File: config.mk
export PLATFORM = sky130hd
export DESIGN_NAME = alu_mul_seq
export DESIGN_NICKNAME = d
export VERILOG_FILES = /design/src/rtl/alu_mul_seq.sv
export SDC_FILE = /design/constraint.sdc
export NUM_CORES = 1
export LEC_CHECK = 0
export CAP_MARGIN = 15
export CORE_MARGIN = 5
export CORE_UTILIZATION = 50
export CTS_BUF_LIST = sky130_fd_sc_hd__clkbuf_4 sky130_fd_sc_hd__clkbuf_8
export CTS_CLUSTER_SIZE = 28
export DETAILED_ROUTE_END_ITERATION = 16
export PLACE_DENSITY = 0.9
export SLEW_MARGIN = 20
export SYNTH_ARGS = -nofsm -noshare
export SYNTH_HDL_FRONTEND = slang
export SYNTH_SLANG_ARGS = --single-unit
File: constraint.sdc
create_clock -name clock -period 7.1 [get_ports clock]
set_clock_uncertainty 0.15 [all_clocks]
set_input_delay 2.13 -clock clock [delete_from_list [all_inputs] [get_ports clock]]
set_output_delay 2.13 -clock clock [all_outputs]
set_load 0.02 [all_outputs]
File: src/rtl/alu_mul_seq.sv
// alu_mul_seq: shift-and-add multiplier that borrows the shared ALU adder,
// passing CPU ALU operands through while idle and stalling the CPU while running.
module alu_mul_seq #(
    parameter int         WORD_SIZE   = 18,
    parameter logic [3:0] ALU_OP_REG0 = 4'd0,
    parameter logic [3:0] ALU_OP_ADD  = 4'd2
) (
    input  logic                 clock,
    input  logic                 reset_n,
    input  logic                 start,
    input  logic [WORD_SIZE-1:0] a,
    input  logic [WORD_SIZE-1:0] b,
    output logic                 busy,
    output logic                 done,
    output logic [WORD_SIZE-1:0] product,
    input  logic [WORD_SIZE-1:0] cpu_r0,
    input  logic [WORD_SIZE-1:0] cpu_r1,
    input  logic [3:0]           cpu_op,
    output logic                 cpu_stall,
    output logic [WORD_SIZE-1:0] alu_r0,
    output logic [WORD_SIZE-1:0] alu_r1,
    output logic [3:0]           alu_op,
    input  logic [WORD_SIZE-1:0] alu_res
);
    localparam int CW = $clog2(WORD_SIZE) + 1;

    typedef enum logic [1:0] {IDLE, RUN, DONE} state_t;

    state_t               state_q;
    logic [WORD_SIZE-1:0] mcand_q, mplier_q, acc_q, product_q;
    logic [WORD_SIZE-1:0] acc_d;
    logic [CW-1:0]        cnt_q;
    logic                 done_q, idle, add, last;

    always_comb begin
        idle   = state_q == IDLE;
        add    = state_q == RUN && mplier_q[0];
        acc_d  = add ? alu_res : acc_q;
        // early exit once no multiplier bits remain, or after the last bit position
        last   = (mplier_q >> 1) == '0 || cnt_q == CW'(WORD_SIZE - 1);
        alu_r0 = idle ? cpu_r0 : acc_q;
        alu_r1 = idle ? cpu_r1 : mcand_q;
        alu_op = idle ? cpu_op : (add ? ALU_OP_ADD : ALU_OP_REG0);
    end

    assign busy      = !idle;
    assign cpu_stall = busy;
    assign done      = done_q;
    assign product   = product_q;

    always_ff @(posedge clock or negedge reset_n) begin
        if (!reset_n) begin
            state_q   <= IDLE;
            mcand_q   <= '0;
            mplier_q  <= '0;
            acc_q     <= '0;
            cnt_q     <= '0;
            product_q <= '0;
            done_q    <= 1'b0;
        end else begin
            done_q <= 1'b0;
            case (state_q)
                IDLE: if (start) begin
                    mcand_q  <= a;
                    mplier_q <= b;
                    acc_q    <= '0;
                    cnt_q    <= '0;
                    state_q  <= RUN;
                end
                RUN: begin
                    mcand_q  <= mcand_q << 1;
                    mplier_q <= mplier_q >> 1;
                    cnt_q    <= cnt_q + CW'(1);
                    acc_q    <= acc_d;
                    if (last) begin
                        product_q <= acc_d;
                        done_q    <= 1'b1;
                        state_q   <= DONE;
                    end
                end
                DONE:    state_q <= IDLE;
                default: state_q <= IDLE;
            endcase
        end
    end
endmodule
==> impl_metrics.py, run 1 <==
metrics = {
    "run_status": {
        "status": "finished, final reports clean",
    },
    "worst_setup_path": {
        "worst_path_largest_cell_delay_ns": 0.56,
        "cp_max_fo": 1,
        "worst-path-buf-inv": 2,
        "worst_setup_path_end_kind": "output pin",
        "crit_family": "buffers and inverters",
        "crit_slowest_cell": "clkdlybuf4s50_1",
        "arrival_ns": 3.39,
        "path_class": "primary input to output pin",
        "required_ns": 4.82,
        "cp-start-kind": "primary input",
        "path_cells": "clkdlybuf4s50_1 > mux2_2 > clkdlybuf4s50_1",
        "crit_top_cell": "clkdlybuf4s50_1",
    },
    "clocking": {
        "cts_tree": "done",
        "cts_buffers": 9,
        "postCtsHoldBufs": 0,
        "cts_setup_buffers": 0,
        "cts_max_path_buffers": 2,
        "clkSlewWorstSetupHoldPaths_ns": 0.08,
        "cts.sinks": 81,
        "cts_root_buffer": "clkbuf_8",
        "clk_latency_ns": 0.35,
        "postCtsResizedCells": 0,
        "htreeDepth": 3,
    },
    "grt": {
        "grt_max_degree": 82,
        "grt_pass1_wl_microns": 18800,
        "grt_pass1_vias": 3856,
        "gr-total-overflow": 0,
        "track_usage_pct": 22.3,
        "antenna_found_initial": 0,
    },
    "placed_design": {
        "gp_congestion": 0.818,
        "post-dp-hpwl_microns": 8340,
        "portBuffers": 157,
    },
    "sta": {
        "hold_violations": 0,
        "fin_crit_ns": 5.67,
        "rsz0062_at_grt": "no",
        "min_period_over_period_pct": 79.8,
        "maxSlewHeadroom_pct": 41.1,
        "worstMarginPinSlew_ns": 0.883,
        "whs_ns": 0.362,
        "max_freq_mhz": 176,
        "fin_tns_setup_ns": 0,
        "setup_viol": 0,
        "slew_viol_final": 0,
    },
    "final_layout": {
        "syn2layout_area_growth_pct": 41.8,
        "drive_gt1_share_pct": 18.9,
        "multi_input_area_sq_um": 2160,
        "diodes": 0,
        "ff_latch_area_sq_um": 2030,
        "nNetsFinal": 639,
        "final_util_pct": 71.8,
        "fillers": 606,
    },
    "floorplanning": {
        "rows": 34,
        "die_x_microns": 103,
        "die_area_sq_um": 10700,
        "core_region_area_sq_um": 8590,
        "die_h_microns": 103,
        "start_util_pct": 50.7,
        "ioPinCount": 158,
    },
    "pwr": {
        "leakage_nw": 2.52,
        "vdd_drop_max_mv": 0.212,
        "pwr-share-comb_pct": 55.1,
        "p_seq_share_pct": 32.0,
        "power_w": 0.00258,
        "p_sw_w": 0.00101,
        "p_per_area_nw_per_um2": 418,
        "clockPowerShare_pct": 12.9,
        "swShare_pct": 39.2,
        "internal_power_w": 0.00157,
    },
    "detailed_routing": {
        "ant_nets": 0,
        "drtPass1Iterations": 4,
        "wirelength_microns": 12000,
        "drc": 0,
        "drt_iter0_markers": 233,
        "via_per_inst": 5.69,
        "dr_total_vias": 3718,
        "post_drt_wl_per_cell_microns": 18.3,
    },
    "job": {
        "maxCapViolations": 0,
    },
    "synth": {
        "netlist_area_sq_um": 4350,
        "synth_top_area_share_pct": 46.6,
        "synth_common_cells": "dfrtp_1, mux2_2, o21ai_0, a21oi_1, nor2b_1",
        "ys.flop_type": "dfrtp_1",
        "avgSynthCellArea_sq_um": 10.9,
        "synth_nets": 498,
        "synth-edff-count": 0,
        "async_flop_share_pct": 100,
        "syn_inst": 399,
        "ys_seq_elements": 81,
        "yosysMostFrequentCell": "dfrtp_1",
        "ys_top_cells_by_area": "dfrtp_1, mux2_2, a22oi_1, nor2b_1, o21ai_0",
        "yosys.area.top_type": "dfrtp_1",
        "yosys_warnings": 0,
        "synth_cell_type_count": 33,
        "ys_seq_area_share_pct": 46.6,
    },
    "hold_path": {
        "hold_class": "register to register",
    },
}
-- layout make-up --
type,instances,share of cell area (%)
Clock inverter,7,1.16
Tap cell,108,2.19
Multi-Input combinational cell,282,35.0
Clock buffer,9,2.01
Sequential cell,81,32.8
Inverter,2,0.122
Timing Repair Buffer,164,26.7
-- worst reg2reg max path: cells and delay by family, from the launching register on --
kind,cells,cell delay [ns]
buffers and inverters,2,0.75
AO/OA/AOI/OAI,1,0.69
AND/OR/NAND/NOR,2,0.48
multiplexers,1,0.43
flip-flops,1,0.40
-- placed cells by master, fill, tap and decap left out, types with 2 or more instances in the layout --
master,instances
a21oi_1,37
a22o_1,18
a22oi_1,33
and2_1,4
buf_4,6
clkbuf_8,9
clkdlybuf4s50_1,156
clkinv_2,2
clkinvlp_4,3
dfrtp_1,81
ha_1,2
inv_1,2
mux2_2,64
mux2_4,9
nand2_1,13
nand2b_1,2
nand3_1,4
nand4_1,2
nor2_1,2
nor2b_1,35
nor2b_2,2
nor4_1,3
o211ai_1,2
o21ai_0,40
-- per-stage QoR --
| step | area, sq um | worst slack, ns | cells |
|---|---|---|---|
| 3_5_place_dp | 5950 | 1.43 | 636 |
| 2_1_floorplan | 4350 | 2.38 | 399 |
| 4_1_cts | 6140 | 1.42 | 652 |
| 6_report | 6170 | 1.43 | 653 |
| 3_3_place_gp | 5950 | 1.43 | 636 |
| 5_1_grt | 6170 | 1.39 | 653 |
-- cell families (layout without fill, tap and decap cells) --
kind of cell | Yosys count | count (layout) | share of synthesized area (%)
simple gates | 71 | 71 | 9.31
fa+ha+maj | 2 | 2 | 0.575
mux | 73 | 73 | 19.7
buf+inv | 36 | 182 | 4.05
compound gates | 136 | 136 | 19.9
flops | 81 | 81 | 46.6
-- power groups by stage --
| stage | Sequential, W | Combinational (W) | Clock (W) |
|---|---|---|---|
| detailed placement | 0.000832 | 0.00141 | 0 |
| finish | 0.000827 | 0.00142 | 0.000334 |
| floorplan | 0.000848 | 0.000841 | 0 |
| CTS | 0.000826 | 0.00142 | 0.000339 |
| global placement | 0.000818 | 0.00136 | 0 |
| global route | 0.000858 | 0.00152 | 0.000364 |
-- final timing paths --
| check | from | end | slack [ns] | cells after the start |
|---|---|---|---|---|
| max | cpu_r1[16] | alu_r1[16] | 1.43 | 3 |
| min | cnt_q[5] | cnt_q[5] | 0.36 | 1 |
| max reg2reg | state_q[0] | product[17] | 4.10 | 6 |
| min reg2reg | cnt_q[5] | cnt_q[5] | 0.36 | 1 |
| max in group asynchronous | reset_n | acc_q[14] | 4.62 | 1 |
| min in group asynchronous | reset_n | mplier_q[16] | 1.65 | 1 |
-- metal layers --
layer  track usage (%)  vias up  part of all wire, %
li1                  -     1744                    -
met1              27.9     1828                   39
met2              39.1      123                   53
met3              2.62       23                  4.9
met4              9.46        0                  2.8
met5                 0        -                    0
-- sequential cells by signal, indices dropped and copies added, names as in the netlist --
| register | count |
|---|---|
| cnt_q | 6 |
| done | 1 |
| product | 18 |
| state_q | 2 |
| mcand_q | 18 |
| mplier_q | 18 |
| acc_q | 18 |
Note: power is estimated with default switching activity, not from simulation.
==> inputs of run 2 (changes only) <==
Settings changed: CORE_UTILIZATION 50 to 46, PLACE_DENSITY 0.9 to 0.84.
Clock period 7.1 ns to 5.6 ns, I/O delays scaled along.
==> impl_metrics.py, run 2 (synthesis results as in run 1) <==
metrics = {
    "run_status": {
        "status": "finished, final reports clean",
    },
    "clocking": {
        "cts_max_path_buffers": 2,
        "cts.sinks": 81,
        "clkSlewWorstSetupHoldPaths_ns": 0.09,
        "cts_root_buffer": "clkbuf_8",
        "postCtsResizedCells": 0,
        "cts_buffers": 9,
        "cts_setup_buffers": 0,
        "clk_latency_ns": 0.35,
        "postCtsHoldBufs": 0,
        "htreeDepth": 3,
        "cts_tree": "done",
    },
    "detailed_routing": {
        "wirelength_microns": 11900,
        "via_per_inst": 5.48,
        "post_drt_wl_per_cell_microns": 17.7,
        "dr_total_vias": 3693,
        "ant_nets": 0,
        "drc": 0,
        "drtPass1Iterations": 4,
        "drt_iter0_markers": 174,
    },
    "floorplanning": {
        "rows": 35,
        "die_x_microns": 107,
        "ioPinCount": 158,
        "die_area_sq_um": 11500,
        "core_region_area_sq_um": 9240,
        "start_util_pct": 47.1,
        "die_h_microns": 107,
    },
    "grt": {
        "grt_pass1_vias": 3823,
        "gr-total-overflow": 0,
        "antenna_found_initial": 0,
        "grt_pass1_wl_microns": 19200,
        "track_usage_pct": 20.9,
        "grt_max_degree": 82,
    },
    "worst_setup_path": {
        "worst_path_largest_cell_delay_ns": 0.54,
        "worst-path-buf-inv": 2,
        "cp-start-kind": "primary input",
        "cp_max_fo": 1,
        "required_ns": 3.77,
        "crit_slowest_cell": "clkdlybuf4s50_1",
        "path_cells": "clkdlybuf4s50_1 > mux2_2 > clkdlybuf4s50_1",
        "arrival_ns": 2.93,
        "path_class": "primary input to output pin",
        "crit_family": "buffers and inverters",
        "crit_top_cell": "clkdlybuf4s50_1",
        "worst_setup_path_end_kind": "output pin",
    },
    "placed_design": {
        "placed_cell_area_sq_um": 5980,
        "post-dp-hpwl_microns": 8290,
        "gp_congestion": 0.770,
        "portBuffers": 157,
    },
    "sta": {
        "rsz0062_at_grt": "no",
        "worstMarginPinSlew_ns": 0.857,
        "max_freq_mhz": 210,
        "setup_viol": 0,
        "maxSlewHeadroom_pct": 42.9,
        "hold_violations": 0,
        "fin_crit_ns": 4.76,
        "fin_tns_setup_ns": 0,
        "min_period_over_period_pct": 84.9,
        "slew_viol_final": 0,
    },
    "final_layout": {
        "final_common_cell": "clkdlybuf4s50_1",
        "syn2layout_area_growth_pct": 42.2,
        "nNetsFinal": 639,
        "drive_gt1_share_pct": 18.9,
        "final_cell_mix": "clkdlybuf4s50_1, dfrtp_1, mux2_2, o21ai_0, a21oi_1",
        "diodes": 0,
        "fin_area_sq_um": 6190,
    },
    "hold_path": {
        "hold_class": "register to register",
    },
    "pwr": {
        "vdd_drop_max_mv": 0.310,
        "p_per_area_nw_per_um2": 528,
        "leakage_nw": 2.53,
    },
    "job": {
        "maxCapViolations": 0,
    },
}
==> run 2: per-stage QoR <==
stage,setup slack [ns],power [W],util [%],cells,hold slack [ns]
floorplan,1.78,0.00214,-,399,0.304
global placement,0.868,0.00277,64.7,658,0.329
detailed placement,0.837,0.00284,64.7,658,0.329
CTS,0.836,0.00330,67.0,674,0.348
global route,0.821,0.00349,67.0,674,0.367
finish,0.844,0.00327,67.0,674,0.349
==> run 2: area by class of cell <==
type | instances | area [sq um]
fillers | 740 | 3050
flip-flops and latches | 81 | 2030
inverters | 2 | 7.51
well taps | 129 | 161
clock inverters | 7 | 85.1
clock buffers | 9 | 124
repair buffers | 164 | 1630
multi-input cells | 282 | 2160
==> run 2: report_power, final <==
part	switching, W	internal (W)	total (W)	leakage [nW]
clock	0.000236	0.000216	0.000452	0.107
combinational	0.000837	0.000938	0.00177	1.40
sequential	0.000209	0.000835	0.00104	1.02
total	0.00128	0.00199	0.00327	2.53
==> run 2: worst reg2reg max path: cells and delay by family, from the launching register on <==
family                 cells  cell delay (ns)
buffers and inverters      2             0.75
AOI/OAI and AO/OA          1             0.67
and+or+nand+nor            2             0.43
muxes                      1             0.43
DFF                        1             0.40
==> run 2: worst paths after layout <==
path	slack (ns)	cells past startpoint	endpoint	start
worst max-delay path	0.84	3	alu_r0[7]	cpu_r0[7]
worst min-delay path	0.35	1	cnt_q[5]	cnt_q[5]
worst max register to register	2.66	6	product[17]	state_q[0]
min in group asynchronous	1.21	1	mplier_q[14]	reset_n
worst min register to register	0.35	1	cnt_q[5]	cnt_q[5]
max in group asynchronous	3.56	1	product[9]	reset_n
==> run 2: layer usage <==
metal  wire length, microns  global-route usage [%]  up-vias
met5                      0                       0        -
met4                    165                    6.30        0
met3                    485                    3.84       13
met2                   6510                    37.1      108
met1                   4780                    25.7     1816
li1                       -                       -     1756
==> inputs of run 3 (changes only) <==
Settings changed: CORE_UTILIZATION 46 to 42, PLACE_DENSITY 0.84 to 0.81.
Clock period 5.6 ns to 4.05 ns, I/O delays scaled along.
==> impl_metrics.py, run 3 (synthesis results as in run 1) <==
metrics = {
    "clocking": {
        "cts_max_path_buffers": 2,
        "htreeDepth": 3,
        "postCtsResizedCells": 0,
        "cts.sinks": 81,
        "clkSlewWorstSetupHoldPaths_ns": 0.08,
        "cts_buffers": 9,
        "postCtsHoldBufs": 0,
        "cts_tree": "done",
        "cts_root_buffer": "clkbuf_8",
        "clk_latency_ns": 0.35,
        "cts_setup_buffers": 0,
    },
    "detailed_routing": {
        "post_drt_wl_per_cell_microns": 17.7,
        "drt_iter0_markers": 213,
        "drtPass1Iterations": 5,
        "wirelength_microns": 12100,
        "via_per_inst": 5.47,
        "ant_nets": 0,
        "dr_total_vias": 3733,
        "drc": 0,
    },
    "grt": {
        "grt_pass1_vias": 3924,
        "track_usage_pct": 19.1,
        "grt_max_degree": 82,
        "grt_pass1_wl_microns": 19600,
        "gr-total-overflow": 0,
        "antenna_found_initial": 0,
    },
    "placed_design": {
        "gp_congestion": 0.813,
        "portBuffers": 157,
        "post-dp-hpwl_microns": 8520,
    },
    "worst_setup_path": {
        "path_cells": "clkdlybuf4s50_1 > mux2_2 > clkdlybuf4s50_1",
        "r2r-end": "product[6]",
        "reg2reg_from": "state_q[0]",
        "path_class": "primary input to output pin",
        "required_ns": 2.68,
        "cp-start-kind": "primary input",
        "crit_slowest_cell": "clkdlybuf4s50_1",
        "arrival_ns": 2.46,
        "worst_path_largest_cell_delay_ns": 0.54,
        "crit_top_cell": "clkdlybuf4s50_1",
        "cp_max_fo": 1,
        "reg2reg_slack_ns": 1.08,
        "reg2reg_depth": 6,
        "worst_setup_path_end_kind": "output pin",
    },
    "job": {
        "maxCapViolations": 0,
    },
    "sta": {
        "max_freq_mhz": 261,
        "rsz0062_at_grt": "no",
        "fin_tns_setup_ns": 0,
        "fin_crit_ns": 3.83,
        "maxSlewHeadroom_pct": 45.3,
        "worstMarginPinSlew_ns": 0.821,
        "min_period_over_period_pct": 94.5,
        "whs_ns": 0.347,
        "hold_violations": 0,
        "slew_viol_final": 0,
        "setup_viol": 0,
    },
    "floorplanning": {
        "ioPinCount": 158,
        "die_h_microns": 112,
        "core_region_area_sq_um": 10200,
        "rows": 37,
        "die_area_sq_um": 12500,
        "start_util_pct": 42.6,
        "die_x_microns": 112,
    },
    "final_layout": {
        "final_common_cell": "clkdlybuf4s50_1",
        "final_cell_mix": "clkdlybuf4s50_1, dfrtp_1, mux2_2, o21ai_0, a21oi_1",
        "drive_gt1_share_pct": 19.0,
        "syn2layout_area_growth_pct": 43.4,
        "nNetsFinal": 641,
        "final_util_pct": 61.0,
        "diodes": 0,
    },
    "pwr": {
        "internal_power_w": 0.00279,
        "vdd_drop_max_mv": 0.340,
        "swShare_pct": 38.7,
        "power_w": 0.00455,
        "clockPowerShare_pct": 13.2,
        "leakage_nw": 2.54,
        "pwr-share-comb_pct": 54.8,
        "p_per_area_nw_per_um2": 728,
        "p_sw_w": 0.00176,
        "p_seq_share_pct": 32.0,
    },
    "hold_path": {
        "hp-start": "cnt_q[5]",
        "holdPathEnd": "cnt_q[5]",
        "hold_class": "register to register",
        "hold_depth": 1,
    },
    "run_status": {
        "status": "finished, final reports clean",
    },
}
run 3: cell types whose count changed in the layout (fill, tap and decap cells not counted), sizes merged:
cell      before  now
clkinv         2    1
clkbuf         9   11
inv            6    2
clkinvlp       0    2
buf            8   10
run 3: worst max path at each step:
stage                          start    endpoint  slack [ns]  cells past startpoint
after floorplan           state_q[0]   alu_r0[0]        1.14                      4
after global placement     cpu_r0[5]   alu_r0[5]        0.28                      3
after detailed placement  cpu_r1[17]  alu_r1[17]        0.22                      3
after CTS                 cpu_r1[17]  alu_r1[17]        0.21                      3
after global routing      cpu_r1[17]  alu_r1[17]        0.20                      3
final                     cpu_r1[17]  alu_r1[17]        0.22                      3
run 3: layout make-up:
cell class	count	area, sq um
clock buffer	11	145
multi-input combinational	282	2160
timing repair buffer	166	1680
tap	136	170
fill	805	3990
inverter	2	7.51
clock inverter	4	53.8
sequential	81	2030
run 3: worst max-delay path: cells and delay by family:
kind	cells	cell delay, ns
multiplexers	1	0.29
buffers and inverters	2	0.96
run 3: power by group through the flow:
stage          logic [W]  clock network (W)  registers, W
6_report         0.00249           0.000601       0.00146
5_1_grt          0.00267           0.000640       0.00151
4_1_cts          0.00251           0.000612       0.00145
3_5_place_dp     0.00250                  0       0.00146
3_3_place_gp     0.00243                  0       0.00144
2_1_floorplan    0.00147                  0       0.00149
run 3: per-stage QoR:
stage | std cells | setup slack [ns] | instance area, sq um
3_5_place_dp | 667 | 0.216 | 6040
6_report | 682 | 0.221 | 6240
3_3_place_gp | 667 | 0.278 | 6040
4_1_cts | 682 | 0.215 | 6240
2_1_floorplan | 399 | 1.14 | 4350
5_1_grt | 682 | 0.200 | 6240
run 3: layer usage:
layer | vias to the layer above | track usage, % | share of wire (%)
met4 | 0 | 6.16 | 1.5
met5 | - | 0 | 0
li1 | 1753 | - | -
met3 | 15 | 3.59 | 4.4
met2 | 107 | 34.9 | 54
met1 | 1858 | 22.5 | 40
